--- src/rtl/dadda_cpa_pipe.sv ---
`default_nettype none
// ============================================================================
// Module      : dadda_cpa_pipe
// Description : Final carry-propagate adder of the 16x16 Dadda multiplier.
//               Adds the two reduced partial-product rows in a two-stage
//               split adder with a valid/ready handshake.
//               Stage 1 adds the low SPLIT bits and registers the carry.
//               Stage 2 adds the high bits plus that carry and holds the
//               product until the consumer takes it.
// Ports       : clk, rst_n            - clock, async active-low reset
//               in_valid/in_ready     - operand-pair handshake
//               row_a, row_b          - reduced sum/carry rows (WIDTH)
//               out_valid/out_ready   - result handshake
//               product               - (row_a + row_b) mod 2^WIDTH
//               ovf                   - carry out of bit WIDTH-1
// Revision    : 1.0 - initial release
// ============================================================================
module dadda_cpa_pipe #(
    parameter int WIDTH = 32,
    parameter int SPLIT = 16
) (
    input  logic             clk,
    input  logic             rst_n,
    input  logic             in_valid,
    output logic             in_ready,
    input  logic [WIDTH-1:0] row_a,
    input  logic [WIDTH-1:0] row_b,
    output logic             out_valid,
    input  logic             out_ready,
    output logic [WIDTH-1:0] product,
    output logic             ovf
);

    localparam int c_HI_W = WIDTH - SPLIT;

    generate
        if ((WIDTH < 4) || (WIDTH % 2 != 0) || (SPLIT < 1) || (SPLIT >= WIDTH)) begin : g_param_check
            $error("dadda_cpa_pipe: illegal WIDTH/SPLIT combination");
        end
    endgenerate

    // Stage 1 state
    logic              r_s1_valid_q;
    logic [SPLIT-1:0]  r_lo_sum_q;
    logic              r_c_mid_q;
    logic [c_HI_W-1:0] r_a_hi_q;
    logic [c_HI_W-1:0] r_b_hi_q;

    // Stage 2 / output state
    logic              r_s2_valid_q;
    logic [WIDTH-1:0]  r_product_q;
    logic              r_ovf_q;

    // Next-state values
    logic              w_s1_valid_d;
    logic [SPLIT-1:0]  w_lo_sum_d;
    logic              w_c_mid_d;
    logic [c_HI_W-1:0] w_a_hi_d;
    logic [c_HI_W-1:0] w_b_hi_d;
    logic              w_s2_valid_d;
    logic [WIDTH-1:0]  w_product_d;
    logic              w_ovf_d;

    logic              w_s1_adv;
    logic              w_s2_adv;
    logic [SPLIT:0]    w_lo_full;
    logic [c_HI_W:0]   w_hi_full;

    // A stage may advance when it is empty or when the stage after it is
    // advancing; this lets s2 drain and refill on the same edge.
    assign w_s2_adv = !r_s2_valid_q || out_ready;
    assign w_s1_adv = !r_s1_valid_q || w_s2_adv;

    // One extra bit on each adder captures its carry out.
    assign w_lo_full = {1'b0, row_a[SPLIT-1:0]} + {1'b0, row_b[SPLIT-1:0]};
    assign w_hi_full = {1'b0, r_a_hi_q} + {1'b0, r_b_hi_q} + {{c_HI_W{1'b0}}, r_c_mid_q};

    always_comb begin
        w_s1_valid_d = r_s1_valid_q;
        w_lo_sum_d   = r_lo_sum_q;
        w_c_mid_d    = r_c_mid_q;
        w_a_hi_d     = r_a_hi_q;
        w_b_hi_d     = r_b_hi_q;
        if (w_s1_adv) begin
            w_s1_valid_d = in_valid;
            // Data only moves with a real operand pair so bubbles leave
            // the registers untouched.
            if (in_valid) begin
                w_lo_sum_d = w_lo_full[SPLIT-1:0];
                w_c_mid_d  = w_lo_full[SPLIT];
                w_a_hi_d   = row_a[WIDTH-1:SPLIT];
                w_b_hi_d   = row_b[WIDTH-1:SPLIT];
            end
        end
    end

    always_comb begin
        w_s2_valid_d = r_s2_valid_q;
        w_product_d  = r_product_q;
        w_ovf_d      = r_ovf_q;
        if (w_s2_adv) begin
            w_s2_valid_d = r_s1_valid_q;
            if (r_s1_valid_q) begin
                w_product_d = {w_hi_full[c_HI_W-1:0], r_lo_sum_q};
                w_ovf_d     = w_hi_full[c_HI_W];
            end
        end
    end

    always_ff @(posedge clk or negedge rst_n) begin
        if (!rst_n) begin
            r_s1_valid_q <= 1'b0;
            r_lo_sum_q   <= '0;
            r_c_mid_q    <= 1'b0;
            r_a_hi_q     <= '0;
            r_b_hi_q     <= '0;
            r_s2_valid_q <= 1'b0;
            r_product_q  <= '0;
            r_ovf_q      <= 1'b0;
        end else begin
            r_s1_valid_q <= w_s1_valid_d;
            r_lo_sum_q   <= w_lo_sum_d;
            r_c_mid_q    <= w_c_mid_d;
            r_a_hi_q     <= w_a_hi_d;
            r_b_hi_q     <= w_b_hi_d;
            r_s2_valid_q <= w_s2_valid_d;
            r_product_q  <= w_product_d;
            r_ovf_q      <= w_ovf_d;
        end
    end

    assign in_ready  = w_s1_adv;
    assign out_valid = r_s2_valid_q;
    assign product   = r_product_q;
    assign ovf       = r_ovf_q;

endmodule
`default_nettype wire

--- config.mk ---
export PLATFORM = sky130hd
export DESIGN_NAME = dadda_cpa_pipe
export DESIGN_NICKNAME = d
export VERILOG_FILES = /design/src/rtl/dadda_cpa_pipe.sv
export SDC_FILE = /design/constraint.sdc
export NUM_CORES = 1
export LEC_CHECK = 0
export ABC_AREA = 1
export BUFFER_PORTS_ARGS = -buffer_cell sky130_fd_sc_hd__buf_2
export CAP_MARGIN = 5
export CORE_AREA = 2 2 104 106
export DETAILED_ROUTE_END_ITERATION = 7
export DIE_AREA = 0 0 106 108
export HOLD_SLACK_MARGIN = 0.12
export PLACE_DENSITY = 0.75
export RECOVER_POWER = 100
export SETUP_SLACK_MARGIN = 0.4
export SLEW_MARGIN = 0
export SYNTH_ARGS = -nofsm -noshare
export SYNTH_HDL_FRONTEND = slang
export SYNTH_SLANG_ARGS = --single-unit
export TNS_END_PERCENT = 100
--- constraint.sdc ---
create_clock -name clk -period 3 [get_ports clk]
set_input_delay 0.3 -clock clk [delete_from_list [all_inputs] [get_ports clk]]
set_output_delay 0.3 -clock clk [all_outputs]
set_load 0.02 [all_outputs]
### Word-level counts from Yosys, hierarchy flattened

Index checks and enable logic that the tools add are counted.

* add/sub/neg operators: 3
* reduce and logical (&&, ||, !) cells: 6

Operators with widths (count)
* adder 16 x 16 -> 17 bit: 2
* adder 17 x 1 -> 17 bit: 1
* AND reduction 2 bit: 2
* logical NOT 1 bit: 2
* logical OR 1 bit: 2

* word-level logic and storage cells: 17
* input bits: 68
* output and inout bits: 35
* bits in registers: 84

### Depth between registers and ports, before layout

* depth in word-level cells: 4
* depth in mapped cells: 11
* mapped depth without buffers: 11

### Worst setup path before layout

Ideal clock, no wire load.

* path type: flip-flop to flip-flop
* start: reg r_c_mid_q
* end: reg r_product_q[24], in the netlist product[24]
* stages on the path, launching flop included: 11
* period minus slack after synthesis: 1.953 ns
* path slack: 1.047 ns
* arrival: 1.837 ns
* required time: 2.884 ns
* path buffers: 0
* library setup time: 0.116 ns
* cells stage by stage: dfrtp_1 > fa_1 > fa_1 > nand2_1 > nand2_1 > and2_4 > nand2_2 > nand2_2 > xor2_1 > nand2_1 > nand2_1

* cells in the longest elaborated chain, start to end: 1

RTL lines
* start: declaration: line 45 `logic r_c_mid_q;`
* start signal: assignment: line 123 `r_c_mid_q <= w_c_mid_d;`
* adder 17 x 1 -> 17 bit: line 76 `assign w_hi_full = {1'b0, r_a_hi_q} + {1'b0, r_b_hi_q} + {{c_HI_W{1'b0}}, r_c_mid_q};`
* end signal: assignment: line 127 `r_product_q <= w_product_d;`
* end: declaration: line 51 `logic [WIDTH-1:0] r_product_q;`

Every way passes these cells.
A chain may end at the register's enable or synchronous reset.

### Final worst setup path

* start: reg r_c_mid_q
* end: reg r_product_q[28], in the netlist product[28]

Same word-level chain as after synthesis.

==> impl_metrics.json <==
{
  "slowest_stage": "fa_1",
  "synthMuxAreaShare_pct": 0,
  "dp.cells": 921,
  "finalPower_uw": 3900,
  "die_w_um": 106,
  "yosys-top-cells-count": "nand2_1 (341), dfrtp_1 (84), inv_1 (72)",
  "grt_use_total_pct": 21.60,
  "async_reset_ff_share_pct": 100.0,
  "pwr-share-seq_pct": 41.7,
  "synth_area_leaders": "dfrtp_1 (42%), nand2_1 (25%), ha_1 (7.7%), inv_1 (5.3%), nand3_1 (3.1%)",
  "synth_top_family_by_area": "simple AND/OR/NAND/NOR gates",
  "nNetsFinal": 914,
  "cpMostUsedCell": "nand2_1",
  "drt-total-wl_um": 11470,
  "grt_pass1_vias": 4490,
  "synth_top_flop_cell": "dfrtp_1",
  "clk_pin_slew_ps": 90,
  "crit_path_max_incr_delay_ps": 490,
  "detail_route.iter0.violations": 158,
  "maxSlewViolCount": 85,
  "start_util_pct": 49.46,
  "hp-class": "in2reg",
  "clkPwrFrac_pct": 19.3,
  "synth_fp_nets": 799,
  "violations": "capacitance limit, slew limit",
  "rsz0062_at_grt": "no",
  "post-route-drc-count": 0,
  "cts_buffer_depth": 2,
  "yosys.area.top_type": "dfrtp_1",
  "met3_length_um": 483,
  "p_sw_share_pct": 42.21,
  "setup_tns_ps": 0,
  "drive_gt1_share_pct": 13.71,
  "arrival_ps": 2500,
  "clock-sinks": 84,
  "synth_edf_count": 0,
  "grt_max_degree": 85,
  "yosysTopAreaCellShare_pct": 41.54,
  "status": "complete, but fails checks",
  "io_buffers": 102,
  "synth.most_common_cell": "nand2_1",
  "worst-setup-path-type": "reg2reg",
  "numCtsBuffers": 9,
  "start_kind": "register",
  "place_congestion": 0.8747,
  "fin_skew_ps": 9.936,
  "netlist-cell-type-count": 31,
  "path_cells": "fa_1 -> fa_1 -> nand2_1 -> nand2_1 -> and2_0 -> nand3_1 -> nand3_2 -> nand2_1 -> nand3_1 -> nand2_1",
  "setup_viol": 0,
  "synth-simple-area-share_pct": 36.80,
  "fin_crit_sh_pct": 73.60,
  "avgSynthCellArea_um2": 7.259,
  "critPathMaxFanout": 3,
  "worstMarginPinSlew_ps": 2059,
  "maxCapViolCount": 1,
  "overflow": 0,
  "whs_ps": 137.0,
  "finalNonFillerCells": 953,
  "worst_ir_drop_vdd_mv": 0.3929,
  "h-tree-depth": 3,
  "topRoutingLayerUsed": "met4",
  "whs_path_depth": 3,
  "insertion_delay_ps": 360,
  "met1_length_um": 5141,
  "postSynthCellCount": 697,
  "relSlewSlack_pct": -37.27,
  "worst_ep_required_time_ps": 3300,
  "synth_compound_area_share_pct": 3.660,
  "cts_tree": "built",
  "viasPerCell": 4.800,
  "critPathCaptureType": "register",
  "postCtsSetupBuffers": 0,
  "grt_pass1_wl_um": 19760,
  "antenna_found_initial": 0,
  "leakage_uw": 0.003386,
  "fmaxAchievable_mhz": 452.9,
  "finalCriticalPeriod_ps": 2208,
  "power_per_cell_area_nw_per_um2": 656.7,
  "p_comb_share_pct": 39.0,
  "die-area_um2": 11450,
  "die_h_um": 108,
  "areaGrowthSynthToFinish_pct": 17.36,
  "met2_wirelength_um": 5730,
  "dp_hpwl_um": 8464,
  "yosys_warnings": 0,
  "postRouteAntennaNets": 0,
  "rows": 37,
  "rr_worst_depth": 10,
  "antennaDiodeCount": 0,
  "synth-xor-area-share_pct": 1.558,
  "wl_per_cell_um": 12.04,
  "ctsRootBufferMaster": "clkbuf_8",
  "pin_count": 103,
  "syn-cell-area_um2": 5060,
  "core_area_um2": 10230,
  "ys_seq_elements": 84,
  "p_int_uw": 2254,
  "vias": 4574,
  "drt-pass1-iter-count": 4,
  "finalHoldViolCount": 0,
  "switchingPower_uw": 1646,
  "yosysSeqAreaShare_pct": 41.54,
  "synth_fa_ha_area_share_pct": 8.853
}
layer usage:
metal / track usage [%] / vias to the layer above
met4: 8.083 / 0
met5: 0 / -
met2: 38.48 / 116
met1: 26.34 / 2082
met3: 3.737 / 9
li1: - / 2367
worst paths after layout:
path | end | startpoint | slack, ps
max | product[28] | r_c_mid_q | 790
max reg2reg | product[28] | r_c_mid_q | 790
min reg2reg | product[13] | r_lo_sum_q[13] | 470
min in group asynchronous | out_valid | rst_n | 500
max in group asynchronous | r_lo_sum_q[12] | rst_n | 1270
min | r_b_hi_q[1] | row_b[17] | 140
flip-flops by register name (all words and copies together) (netlist names):
signal        flops
out_valid         1
ovf               1
product          32
r_a_hi_q         16
r_b_hi_q         16
r_c_mid_q         1
r_lo_sum_q       16
r_s1_valid_q      1
logic make-up after synthesis:
kind of cell | count (synthesis)
adders and majority gates | 34
AOI/OAI and AO/OA | 37
xor gates and xnor gates | 9
DFF | 84
buffers and inverters | 95
and+or+nand+nor | 438
critical path, delay by kind of cell (launching register included):
kind / cells / cell delay (ps)
adder cells (fa/ha/maj): 2 / 920
flip-flops: 1 / 410
AND/OR/NAND/NOR: 8 / 820
through the flow:
step / utilization [%] / setup WS (ps) / instance area (um^2)
2_1_floorplan: - / 1047 / 5060
3_3_place_gp: 55.42 / 963.1 / 5670
3_5_place_dp: 55.42 / 916.8 / 5670
4_1_cts: 58.75 / 893.2 / 6011
5_1_grt: 58.04 / 516.1 / 5938
6_report: 58.04 / 792.0 / 5938
cells in the final DEF, fill, tap and decap left out, types with 4 or more instances in the layout:
| master | Yosys | final |
|---|---|---|
| a21oi_1 | 19 | 19 |
| nor3_2 | 5 | 5 |
| inv_6 | 0 | 4 |
| nand3_1 | 31 | 34 |
| ha_1 | 31 | 31 |
| dlygate4sd3_1 | 0 | 16 |
| xnor2_1 | 7 | 7 |
| nand3b_1 | 4 | 4 |
| o21ai_0 | 12 | 16 |
| nor2_1 | 23 | 23 |
| nand2_2 | 11 | 10 |
| dfrtp_1 | 84 | 84 |
| clkbuf_8 | 0 | 9 |
| buf_2 | 13 | 66 |
| nand2_1 | 341 | 342 |
| clkbuf_1 | 0 | 36 |
| inv_1 | 72 | 74 |
area by class of cell:
type	count	area (um^2)
tap	136	170.2
clock inverter	7	56.30
clock buffer	9	123.9
fill	975	4293
multi-input combinational	518	2554
sequential	84	2102
timing repair buffer	120	635.6
inverter	79	296.5
power groups by stage:
stage / registers [uW] / clock network, uW / logic, uW
after global placement: 1630 / 0 / 1550
after floorplan: 1830 / 0 / 881
final: 1630 / 752 / 1520
after detailed placement: 1640 / 0 / 1570
after CTS: 1620 / 774 / 1600
after global routing: 1660 / 824 / 1730
what timing repair did:
item / in CTS / in global routing
hold endpoints to repair: 16 / 0
gates resized for setup: 0 / 0
hold buffers: 16 / 0
(Power assumes the default switching activity.)
